### src/rtl/issue_scoreboard.sv
// In-order RV32IMF issue scoreboard: unit classification, X/F busy maps, RAW/WAW stalls, FENCE/CSR drain.
// Optional build macro ISSUE_WB_BYPASS_EN lets a same-cycle writeback clear a hazard.
module issue_scoreboard #(
    parameter int unsigned MAX_OUTSTANDING = 4
) (
    input  logic        clk_i,
    input  logic        rst_n_i,
    input  logic        flush_i,
    input  logic [31:0] instr_i,
    input  logic        instr_valid_i,
    output logic        instr_ready_o,
    output logic        issue_valid_o,
    output logic [1:0]  issue_unit_o,
    input  logic [3:0]  unit_ready_i,
    input  logic        int_wb_valid_i,
    input  logic [4:0]  int_wb_rd_i,
    input  logic        fp_wb_valid_i,
    input  logic [4:0]  fp_wb_rd_i,
    output logic        stall_o,
    output logic        illegal_o,
    output logic [3:0]  outstanding_o
);

    typedef enum logic [6:0] {
        OP_LUI    = 7'b0110111,
        OP_AUIPC  = 7'b0010111,
        OP_JAL    = 7'b1101111,
        OP_JALR   = 7'b1100111,
        OP_BRANCH = 7'b1100011,
        OP_LOAD   = 7'b0000011,
        OP_STORE  = 7'b0100011,
        OP_ALU_I  = 7'b0010011,
        OP_REG    = 7'b0110011,
        OP_FENCE  = 7'b0001111,
        OP_ECSR   = 7'b1110011,
        OP_FLOAD  = 7'b0000111,
        OP_FSTORE = 7'b0100111,
        OP_FMADD  = 7'b1000011,
        OP_FMSUB  = 7'b1000111,
        OP_FNMSUB = 7'b1001011,
        OP_FNMADD = 7'b1001111,
        OP_F_OPS  = 7'b1010011
    } opcode_e;

    typedef struct packed {
        logic [6:0] funct7;
        logic [4:0] rs2;
        logic [4:0] rs1;
        logic [2:0] funct3;
        logic [4:0] rd;
        logic [6:0] opcode;
    } instruction_t;

    typedef enum logic [0:0] {
        ST_RUN   = 1'b0,
        ST_DRAIN = 1'b1
    } state_e;

    localparam logic [6:0] F7_M       = 7'b0000001;
    localparam logic [6:0] F7_FCVTW   = 7'b1100000;
    localparam logic [6:0] F7_FMV_CLS = 7'b1110000;
    localparam logic [6:0] F7_FCMP    = 7'b1010000;
    localparam logic [6:0] F7_FCVTS   = 7'b1101000;
    localparam logic [6:0] F7_FMVWX   = 7'b1111000;
    localparam logic [6:0] F7_FSQRT   = 7'b0101100;

    localparam logic [1:0] UNIT_ALU    = 2'd0;
    localparam logic [1:0] UNIT_MULDIV = 2'd1;
    localparam logic [1:0] UNIT_FPU    = 2'd2;
    localparam logic [1:0] UNIT_LSU    = 2'd3;

    localparam logic [3:0] MAX_CNT = 4'(MAX_OUTSTANDING);

    instruction_t instr_s;
    logic [4:0]   rs3_s;
    logic         unused_funct3_s;

    logic        rs1_int_s, rs2_int_s, rs1_fp_s, rs2_fp_s, rs3_fp_s;
    logic        rd_int_s, rd_fp_s, int_write_s, writes_s;
    logic [1:0]  unit_s;
    logic        serial_s, illegal_s;

    logic [31:0] busy_int_r, busy_fp_r;
    logic [3:0]  count_r;
    state_e      state_r;

    logic [31:0] int_clr_s, fp_clr_s, int_view_s, fp_view_s, int_set_s, fp_set_s;
    logic        hazard_s, cap_ok_s, state_ok_s, fire_s;
    logic [4:0]  cnt_up_s, cnt_dn_s, count_nxt_s;

    assign instr_s         = instr_i;
    assign rs3_s           = instr_s.funct7[6:2];
    assign unused_funct3_s = ^instr_s.funct3;

    // Operand usage and execution unit from opcode / funct7.
    always_comb begin
        rs1_int_s = 1'b0;
        rs2_int_s = 1'b0;
        rs1_fp_s  = 1'b0;
        rs2_fp_s  = 1'b0;
        rs3_fp_s  = 1'b0;
        rd_int_s  = 1'b0;
        rd_fp_s   = 1'b0;
        unit_s    = UNIT_ALU;
        serial_s  = 1'b0;
        illegal_s = 1'b0;
        case (instr_s.opcode)
            OP_LUI, OP_AUIPC, OP_JAL: rd_int_s = 1'b1;
            OP_JALR, OP_ALU_I: begin
                rs1_int_s = 1'b1;
                rd_int_s  = 1'b1;
            end
            OP_BRANCH: begin
                rs1_int_s = 1'b1;
                rs2_int_s = 1'b1;
            end
            OP_REG: begin
                rs1_int_s = 1'b1;
                rs2_int_s = 1'b1;
                rd_int_s  = 1'b1;
                if (instr_s.funct7 == F7_M) begin
                    unit_s = UNIT_MULDIV;
                end else begin
                    unit_s = UNIT_ALU;
                end
            end
            OP_LOAD: begin
                rs1_int_s = 1'b1;
                rd_int_s  = 1'b1;
                unit_s    = UNIT_LSU;
            end
            OP_STORE: begin
                rs1_int_s = 1'b1;
                rs2_int_s = 1'b1;
                unit_s    = UNIT_LSU;
            end
            OP_FLOAD: begin
                rs1_int_s = 1'b1;
                rd_fp_s   = 1'b1;
                unit_s    = UNIT_LSU;
            end
            OP_FSTORE: begin
                rs1_int_s = 1'b1;
                rs2_fp_s  = 1'b1;
                unit_s    = UNIT_LSU;
            end
            OP_FMADD, OP_FMSUB, OP_FNMSUB, OP_FNMADD: begin
                rs1_fp_s = 1'b1;
                rs2_fp_s = 1'b1;
                rs3_fp_s = 1'b1;
                rd_fp_s  = 1'b1;
                unit_s   = UNIT_FPU;
            end
            OP_F_OPS: begin
                unit_s = UNIT_FPU;
                case (instr_s.funct7)
                    F7_FCVTW, F7_FMV_CLS, F7_FCMP: begin
                        rs1_fp_s = 1'b1;
                        rd_int_s = 1'b1;
                    end
                    F7_FCVTS, F7_FMVWX: begin
                        rs1_int_s = 1'b1;
                        rd_fp_s   = 1'b1;
                    end
                    F7_FSQRT: begin
                        rs1_fp_s = 1'b1;
                        rd_fp_s  = 1'b1;
                    end
                    default: begin
                        rs1_fp_s = 1'b1;
                        rs2_fp_s = 1'b1;
                        rd_fp_s  = 1'b1;
                    end
                endcase
            end
            OP_FENCE: serial_s = 1'b1;
            OP_ECSR: begin
                serial_s = 1'b1;
                rd_int_s = 1'b1;
            end
            default: illegal_s = 1'b1;
        endcase
    end

    assign int_write_s = rd_int_s & (instr_s.rd != 5'd0);
    assign writes_s    = int_write_s | rd_fp_s;

    // Writebacks only count against registers that are actually pending.
    assign int_clr_s = int_wb_valid_i ? ((32'b1 << int_wb_rd_i) & busy_int_r) : 32'b0;
    assign fp_clr_s  = fp_wb_valid_i  ? ((32'b1 << fp_wb_rd_i)  & busy_fp_r)  : 32'b0;

`ifdef ISSUE_WB_BYPASS_EN
    assign int_view_s = busy_int_r & ~int_clr_s;
    assign fp_view_s  = busy_fp_r  & ~fp_clr_s;
`else
    assign int_view_s = busy_int_r;
    assign fp_view_s  = busy_fp_r;
`endif

    assign hazard_s = (rs1_int_s   & int_view_s[instr_s.rs1]) |
                      (rs2_int_s   & int_view_s[instr_s.rs2]) |
                      (rs1_fp_s    & fp_view_s[instr_s.rs1])  |
                      (rs2_fp_s    & fp_view_s[instr_s.rs2])  |
                      (rs3_fp_s    & fp_view_s[rs3_s])        |
                      (int_write_s & int_view_s[instr_s.rd])  |
                      (rd_fp_s     & fp_view_s[instr_s.rd]);

    assign cap_ok_s = ~writes_s | (count_r < MAX_CNT);

    // Serializing instructions may only leave RUN with nothing in flight.
    always_comb begin
        state_ok_s = 1'b0;
        case (state_r)
            ST_RUN:   state_ok_s = ~serial_s | (count_r == 4'd0);
            ST_DRAIN: state_ok_s = 1'b0;
            default:  state_ok_s = 1'b0;
        endcase
    end

    assign fire_s = instr_valid_i & ~hazard_s & unit_ready_i[unit_s] & cap_ok_s & state_ok_s & ~flush_i;

    assign int_set_s = (fire_s & int_write_s) ? (32'b1 << instr_s.rd) : 32'b0;
    assign fp_set_s  = (fire_s & rd_fp_s)     ? (32'b1 << instr_s.rd) : 32'b0;

    assign cnt_up_s    = {1'b0, count_r} + {4'b0, fire_s & writes_s};
    assign cnt_dn_s    = {4'b0, |int_clr_s} + {4'b0, |fp_clr_s};
    assign count_nxt_s = (cnt_up_s >= cnt_dn_s) ? (cnt_up_s - cnt_dn_s) : 5'd0;

    // Busy maps, in-flight count and drain FSM; set wins over a same-register clear.
    always_ff @(posedge clk_i or negedge rst_n_i) begin
        if (!rst_n_i) begin
            busy_int_r <= 32'b0;
            busy_fp_r  <= 32'b0;
            count_r    <= 4'd0;
            state_r    <= ST_RUN;
        end else if (flush_i) begin
            busy_int_r <= 32'b0;
            busy_fp_r  <= 32'b0;
            count_r    <= 4'd0;
            state_r    <= ST_RUN;
        end else begin
            busy_int_r <= ((busy_int_r & ~int_clr_s) | int_set_s) & ~32'b1;
            busy_fp_r  <= (busy_fp_r & ~fp_clr_s) | fp_set_s;
            count_r    <= count_nxt_s[3:0];
            case (state_r)
                ST_RUN: begin
                    if (instr_valid_i && serial_s && (count_r != 4'd0)) begin
                        state_r <= ST_DRAIN;
                    end else begin
                        state_r <= ST_RUN;
                    end
                end
                ST_DRAIN: begin
                    if (count_nxt_s == 5'd0) begin
                        state_r <= ST_RUN;
                    end else begin
                        state_r <= ST_DRAIN;
                    end
                end
                default: state_r <= ST_RUN;
            endcase
        end
    end

    assign issue_valid_o = fire_s;
    assign instr_ready_o = fire_s;
    assign issue_unit_o  = fire_s ? unit_s : 2'd0;
    assign stall_o       = instr_valid_i & ~fire_s;
    assign illegal_o     = fire_s & illegal_s;
    assign outstanding_o = count_r;

endmodule

### config.mk
export PLATFORM = sky130hd
export DESIGN_NAME = issue_scoreboard
export DESIGN_NICKNAME = d
export VERILOG_FILES = /design/src/rtl/issue_scoreboard.sv
export SDC_FILE = /design/constraint.sdc
export NUM_CORES = 1
export LEC_CHECK = 0
export ABC_AREA = 1
export BUFFER_PORTS_ARGS = -buffer_cell sky130_fd_sc_hd__clkbuf_2
export CORE_MARGIN = 10
export CORE_UTILIZATION = 50
export CTS_CLUSTER_SIZE = 8
export DETAILED_ROUTE_END_ITERATION = 10
export PLACE_DENSITY_LB_ADDON = 0.3
export SYNTH_ARGS = -nofsm -noshare
export SYNTH_HDL_FRONTEND = slang
export SYNTH_SLANG_ARGS = --single-unit
### constraint.sdc
create_clock -name clk_i -period 5.1 [get_ports clk_i]
set_clock_uncertainty 0.2 [all_clocks]
set_input_delay 1.53 -clock clk_i [delete_from_list [all_inputs] [get_ports clk_i]]
set_output_delay 1.53 -clock clk_i [all_outputs]
set_load 0.01 [all_outputs]
Word-level counts from Yosys, hierarchy flattened
Cells that the tools add are included.
Widths: inputs -> output; s select.
{"block": "word_totals", "reg_bits": 69, "output_inout_bits": 10, "latch_bits": 0, "romBits": 0, "n_memories": 0, "ram_bits": 0, "word_cells": 150}
{"block": "op_classes", "shift": 3, "n_addsub": 3, "mux": 46, "magnitude_cmp": 7, "mul": 0, "div": 0, "n_eq_ne": 25, "bitwise_logic": 41, "reduce_logical": 21}
{"cell": "$mux 32", "n": 6}
{"cell": "$and 32x32->32", "n": 4}
{"cell": "$eq 7x7->1 const B", "n": 14}
{"cell": "$shl 1x5->32 const A", "n": 3}
{"cell": "$not 32->32", "n": 2}
{"cell": "$or 32x32->32", "n": 2}
{"cell": "$reduce_or 32->1", "n": 2}
{"cell": "$bmux 1 s5", "n": 7}
{"cell": "$eq 7x6->1 const B", "n": 5}
{"cell": "$lt 5x6->1 const B", "n": 4}
{"cell": "$mux 1", "n": 21}
{"cell": "$and 1x1->1", "n": 18}
{"cell": "$reduce_or 18->1", "n": 1}
{"cell": "$reduce_or 8->1", "n": 2}
{"cell": "$reduce_or 5->1", "n": 3}
{"cell": "$eq 7x5->1 const B", "n": 2}
{"cell": "$pmux 1 s2", "n": 7}
{"cell": "$or 1x1->1", "n": 9}
{"cell": "$reduce_or 4->1", "n": 2}
{"cell": "$eq 7x1->1 const B", "n": 1}
{"cell": "$eq 7x2->1 const B", "n": 1}
{"cell": "$eq 7x3->1 const B", "n": 1}
{"cell": "$eq 7x4->1 const B", "n": 1}
{"cell": "$not 1->1", "n": 6}
{"cell": "19 further kinds", "n": 22}

Depth between registers and ports, before layout
{"block": "depth", "word_depth": 25, "ltp_mapped": 28, "depth_no_buf": 28}

Worst setup path after synthesis
OpenSTA, ideal clock, no wires.
{"block": "synth_timing", "path_kind": "input port to flip-flop", "start": "input instr_i[28]", "end": "register state_r", "cell_stages": 25, "arrival_time_ns": 4.613, "n_path_buf": 1, "slack_ns": 0.152, "path_cell_list": "buf_2 > nor2_1 > nand2_1 > nor2_2 > nor2_1 > nor3_2 > nand2_1 > nand2_1 > nand2_1 > inv_1 > nand2_1 > nor2_4 > nand2_1 > a21oi_1 > ha_1 > ha_1 > ha_1 > inv_1 > nor2_1 > nor3b_1 > nand4_1 > nand2_1 > nand2_1 > nor4_1 > nor3b_1"}
{"block": "synth_between", "elab_chain_cells": 25}
{"element": "start: declaration", "line_no": "9", "source": "input logic [31:0] instr_i,"}
{"element": "$eq 7x7->1", "line_no": "156", "source": "case (instr_s.funct7)"}
{"element": "$reduce_or 2->1", "line_no": "156"}
{"element": "$mux 1", "line_no": "156"}
{"element": "$pmux 1 s2", "line_no": "107", "source": "case (instr_s.opcode)"}
{"element": "$and 1x1->1", "line_no": "200", "source": "assign hazard_s = (rs1_int_s & int_view_s[instr_s.rs1]) |"}
{"element": "$or 1x1->1", "line_no": "200"}
{"element": "$or 1x1->1", "line_no": "201", "source": "(rs2_int_s & int_view_s[instr_s.rs2]) |"}
{"element": "$or 1x1->1", "line_no": "202", "source": "(rs1_fp_s & fp_view_s[instr_s.rs1]) |"}
{"element": "[9 not listed]"}
{"element": "$and 1x1->1 *", "line_no": "225", "source": "assign cnt_up_s = {1'b0, count_r} + {4'b0, fire_s & writes_s};"}
{"element": "$add 4x1->5 *", "line_no": "225"}
{"element": "$sub 5x2->5 / $ge 5x2->1 (equally long branches)", "line_no": "227", "source": "assign count_nxt_s = (cnt_up_s >= cnt_dn_s) ? (cnt_up_s - cnt_dn_s) : 5'd0;"}
{"element": "$mux 5 *", "line_no": "227"}
{"element": "$logic_not 5->1 *", "line_no": "254", "source": "if (count_nxt_s == 5'd0) begin"}
{"element": "$mux 1 *", "line_no": "254"}
{"element": "$pmux 1 s2 *", "line_no": "245", "source": "case (state_r)"}
{"element": "$mux 1 *", "line_no": "236", "source": "end else if (flush_i) begin"}
{"element": "end signal: assignment", "line_no": "235", "source": "state_r <= ST_RUN;"}
{"element": "end signal: assignment", "line_no": "248", "source": "state_r <= ST_DRAIN;"}
{"element": "end signal: assignment", "line_no": "255", "source": "state_r <= ST_RUN;"}
{"element": "end: declaration", "line_no": "85", "source": "state_e state_r;"}
Mark *: on every way between the ends. The rest lies on a longest branch, timed or not. The select of a mux whose other input is x is not followed.

Worst setup path after layout
{"block": "layout_timing", "start": "input instr_i[4]", "end": "output illegal_o"}
{"block": "layout_between", "elab_chain_cells": 17}
{"element": "$eq 7x6->1 (tied with other cells)", "line_no": "107"}
{"element": "$reduce_or 8->1 (no source line) / $reduce_or 3->1 (equally long branches)"}
{"element": "$pmux 1 s2 / $mux 1 (equally long branches)", "line_no": "107"}
{"element": "$and 1x1->1 (on tied branches)", "line_no": "200, 201"}
{"element": "$or 1x1->1", "line_no": "200"}
{"element": "$or 1x1->1", "line_no": "201"}
{"element": "$or 1x1->1", "line_no": "202"}
{"element": "$or 1x1->1", "line_no": "203", "source": "(rs2_fp_s & fp_view_s[instr_s.rs2]) |"}
{"element": "$or 1x1->1", "line_no": "204", "source": "(rs3_fp_s & fp_view_s[rs3_s]) |"}
{"element": "$or 1x1->1", "line_no": "205", "source": "(int_write_s & int_view_s[instr_s.rd]) |"}
{"element": "$not 1->1", "line_no": "220", "source": "assign fire_s = instr_valid_i & ~hazard_s & unit_ready_i[unit_s] & cap_ok_s & state_ok_s & ~flush_i;"}
{"element": "$and 1x1->1 (5 in series)", "line_no": "220"}
{"element": "$and 1x1->1 *", "line_no": "269", "source": "assign illegal_o = fire_s & illegal_s;"}
{"element": "end: declaration", "line_no": "20", "source": "output logic illegal_o,"}
Marked as above.

==> results.toml <==
[status]
status = "completed"

[worst_setup_path]
worstSetupPathType = "in2out"
endpoint = "illegal_o"
end_kind = "output port"
r2r_cells = 22
crit_required_ps = 3370
r2r-start = "busy_fp_r[22]"
crit_chain = "clkbuf_2 > nand2_1 > inv_1 > nand2_1 > nor2_4 > nor2_1 > o21a_1 > nand3_1 > nand3_2 > nand2_2 > nor2_8 > nand2_2 > buf_6 > nor3_2 > clkbuf_2"
worst_ep_arrival_time_ps = 3300
reg2reg_to = "state_r"
crit_fanout = 5
critPathMaxStageDelay_ps = 170
cpMaxStageDelayCell = "nand3_1"
cp-start-kind = "input pin"
reg2reg_slack_ps = 1240
crit_start = "instr_i[4]"

[clock_tree]
path_clk_slew_ps = 50
clk_latency_ps = 340
cts_tree = "done"
ctsRootBufferMaster = "clkbuf_16"
htreeDepth = 3
clock_path_buffers = 2
cts_num_sinks = 68
cts_made_buffers = 9

[route]
drt_iter0_drc = 1204
drtAntennaViolNets = 0
viasPerCell = 5.965
vias = 8691
drcViolationCount = 0
first_pass_iters = 6
wl_per_cell_um = 18.33
wl_um = 26710

[logic_synthesis]
synth.top_cell.area_share_pct = 24.36
synth-seq-cells = 68
ys_seq_area_share_pct = 24.36
ys_top_cells_by_area = "dfrtp_1, nand2_1, nand3_1"
synth_common_cells = "nand2_1, nand3_1, nor2_1"
avgSynthCellArea_um2 = 5.871
synthCells = 1190
synth_cell_types = 41
ys.warnings.count = 0
synth_most_common_cell = "nand2_1"
synth_flop_cell = "dfrtp_1"
yosys.area.top_type = "dfrtp_1"
synth-edff-count = 0
syn_area_um2 = 6987
async_reset_ff_share_pct = 100.0
synth_nets = 1248

[placement]
gp_congestion = 0.9874
place_ws_ps = -304.2
dp_hpwl_um = 20800
postPlaceCellArea_um2 = 7812
numPortBuffers = 58

[global_route]
first_global_vias = 7687
grtUsageTotal_pct = 26.31
grt-ovfl-total = 0
grt_pass1_wl_um = 41610
grt_max_degree = 69
antenna_found_initial = 0

[floorplan]
die-area_um2 = 19100
fp.dieW_um = 138.2
start_util_pct = 50.73
io_pins = 62
core_um2 = 13770
num_rows = 43
die_h_um = 138.2

[power_and_ir_drop]
ir_worst_vdd_uv = 190.8
p_leak_nw = 3.841
power.density_nw_per_um2 = 176.5
p_total_w = 0.001467

[timing]
fin_ws_ps = 74.00
finalHoldViolations = 0
setup_viol = 0
finalCritPeriodShare_pct = 98.55
tightest_slew_ps = 806.7
hold_ws_ps = 349.8
maxSlewHeadroom_pct = 46.22
timing.fmax_ghz = 0.1990
min_period_ps = 5026
slew_violations = 0

[layout]
layout.nets = 1332
final_util_pct = 60.33
drive_above_1_share_pct = 16.99
area_delta_synth_final_pct = 18.93
fin_area_um2 = 8309
diodes = 0

[min_path]
hold_class = "reg2reg"
min_from = "busy_fp_r[30]"

[run]
cap_violations = 0
area by class of cell:
class / instances / area, µm²
Fill cell: 1411 / 5464
Clock buffer: 13 / 270.3
Clock inverter: 1 / 7.507
Inverter: 128 / 488.0
Sequential cell: 68 / 1702
Multi-Input combinational cell: 924 / 4601
Timing Repair Buffer: 143 / 1016
Tap cell: 180 / 225.2
layout by cell type, fill, tap and decap left out, types with 4 or more instances in the layout:
| master | n |
|---|---|
| a21oi_1 | 117 |
| a31oi_1 | 4 |
| buf_12 | 6 |
| buf_4 | 77 |
| clkbuf_16 | 9 |
| clkbuf_2 | 53 |
| clkinv_1 | 5 |
| dfrtp_1 | 68 |
| ha_1 | 5 |
| inv_1 | 111 |
| inv_2 | 9 |
| nand2_1 | 238 |
| nand2_2 | 8 |
| nand2_4 | 5 |
| nand3_1 | 166 |
| nand3_2 | 8 |
| nand4_1 | 83 |
| nor2_1 | 141 |
| nor2_2 | 5 |
| nor2_4 | 7 |
| nor3_1 | 22 |
| nor4_1 | 14 |
| o21ai_0 | 59 |
| o21ai_1 | 7 |
| or2_2 | 6 |
registers in the layout, summed over array words and instances, names as in the netlist:
register and flops:
state_r 1, busy_int_r 31, outstanding_o 4, busy_fp_r 32
cells by family (layout without fill, tap and decap cells):
family | Yosys count | in the layout | synth area share (%)
AOI/OAI and AO/OA | 201 | 201 | 14.99
xor gates and xnor gates | 3 | 3 | 0.3761
adders and majority gates | 6 | 6 | 1.182
buffers and inverters | 198 | 285 | 12.34
DFF | 68 | 68 | 24.36
and+or+nand+nor | 714 | 714 | 46.76
power breakdown:
group / internal [W] / switching [W]
Sequential: 0.000540 / 0.000000460
Clock: 0.000363 / 0.000219
Combinational: 0.000116 / 0.000228
how the worst min path moves through the flow:
stage | slack [ps] | end | depth (start not counted)
after floorplan | 320 | busy_fp_r[30] | 2
after global placement | 340 | busy_fp_r[30] | 2
after detailed placement | 340 | busy_fp_r[30] | 2
after CTS | 350 | busy_fp_r[30] | 2
after global routing | 390 | busy_int_r[26] | 2
final | 350 | busy_fp_r[30] | 2
per-layer routing:
metal | wire [µm] | up-vias | GRT usage, %
met5 | 0 | - | 0
met4 | 562 | 0 | 7.214
met3 | 2921 | 46 | 4.007
met2 | 11870 | 470 | 40.04
met1 | 11360 | 3970 | 37.53
li1 | - | 4205 | -
worst max-delay path: cells and delay by family:
kind | cells | cell delay, ps
and+or+nand+nor | 10 | 1120
buffers and inverters | 4 | 470
AOI/OAI and AO/OA | 1 | 160
repair_timing:
action | 4_1_cts | 5_1_grt
endpoints found under the setup margin | 2 | 7
hold buffers | 0 | 0
pin swaps | 1 | 9
gates resized for setup | 4 | 58
buffers inserted | 1 | 2
hold endpoints to repair | 0 | 0
per-stage QoR:
step | instances | setup TNS (ps)
after floorplan | 1190 | 0
after global placement | 1440 | -235.2
after detailed placement | 1440 | -328.5
after CTS | 1455 | 0
after global routing | 1457 | -32.51
final | 1457 | 0
No activity file was read; power rests on OpenSTA's default activity.
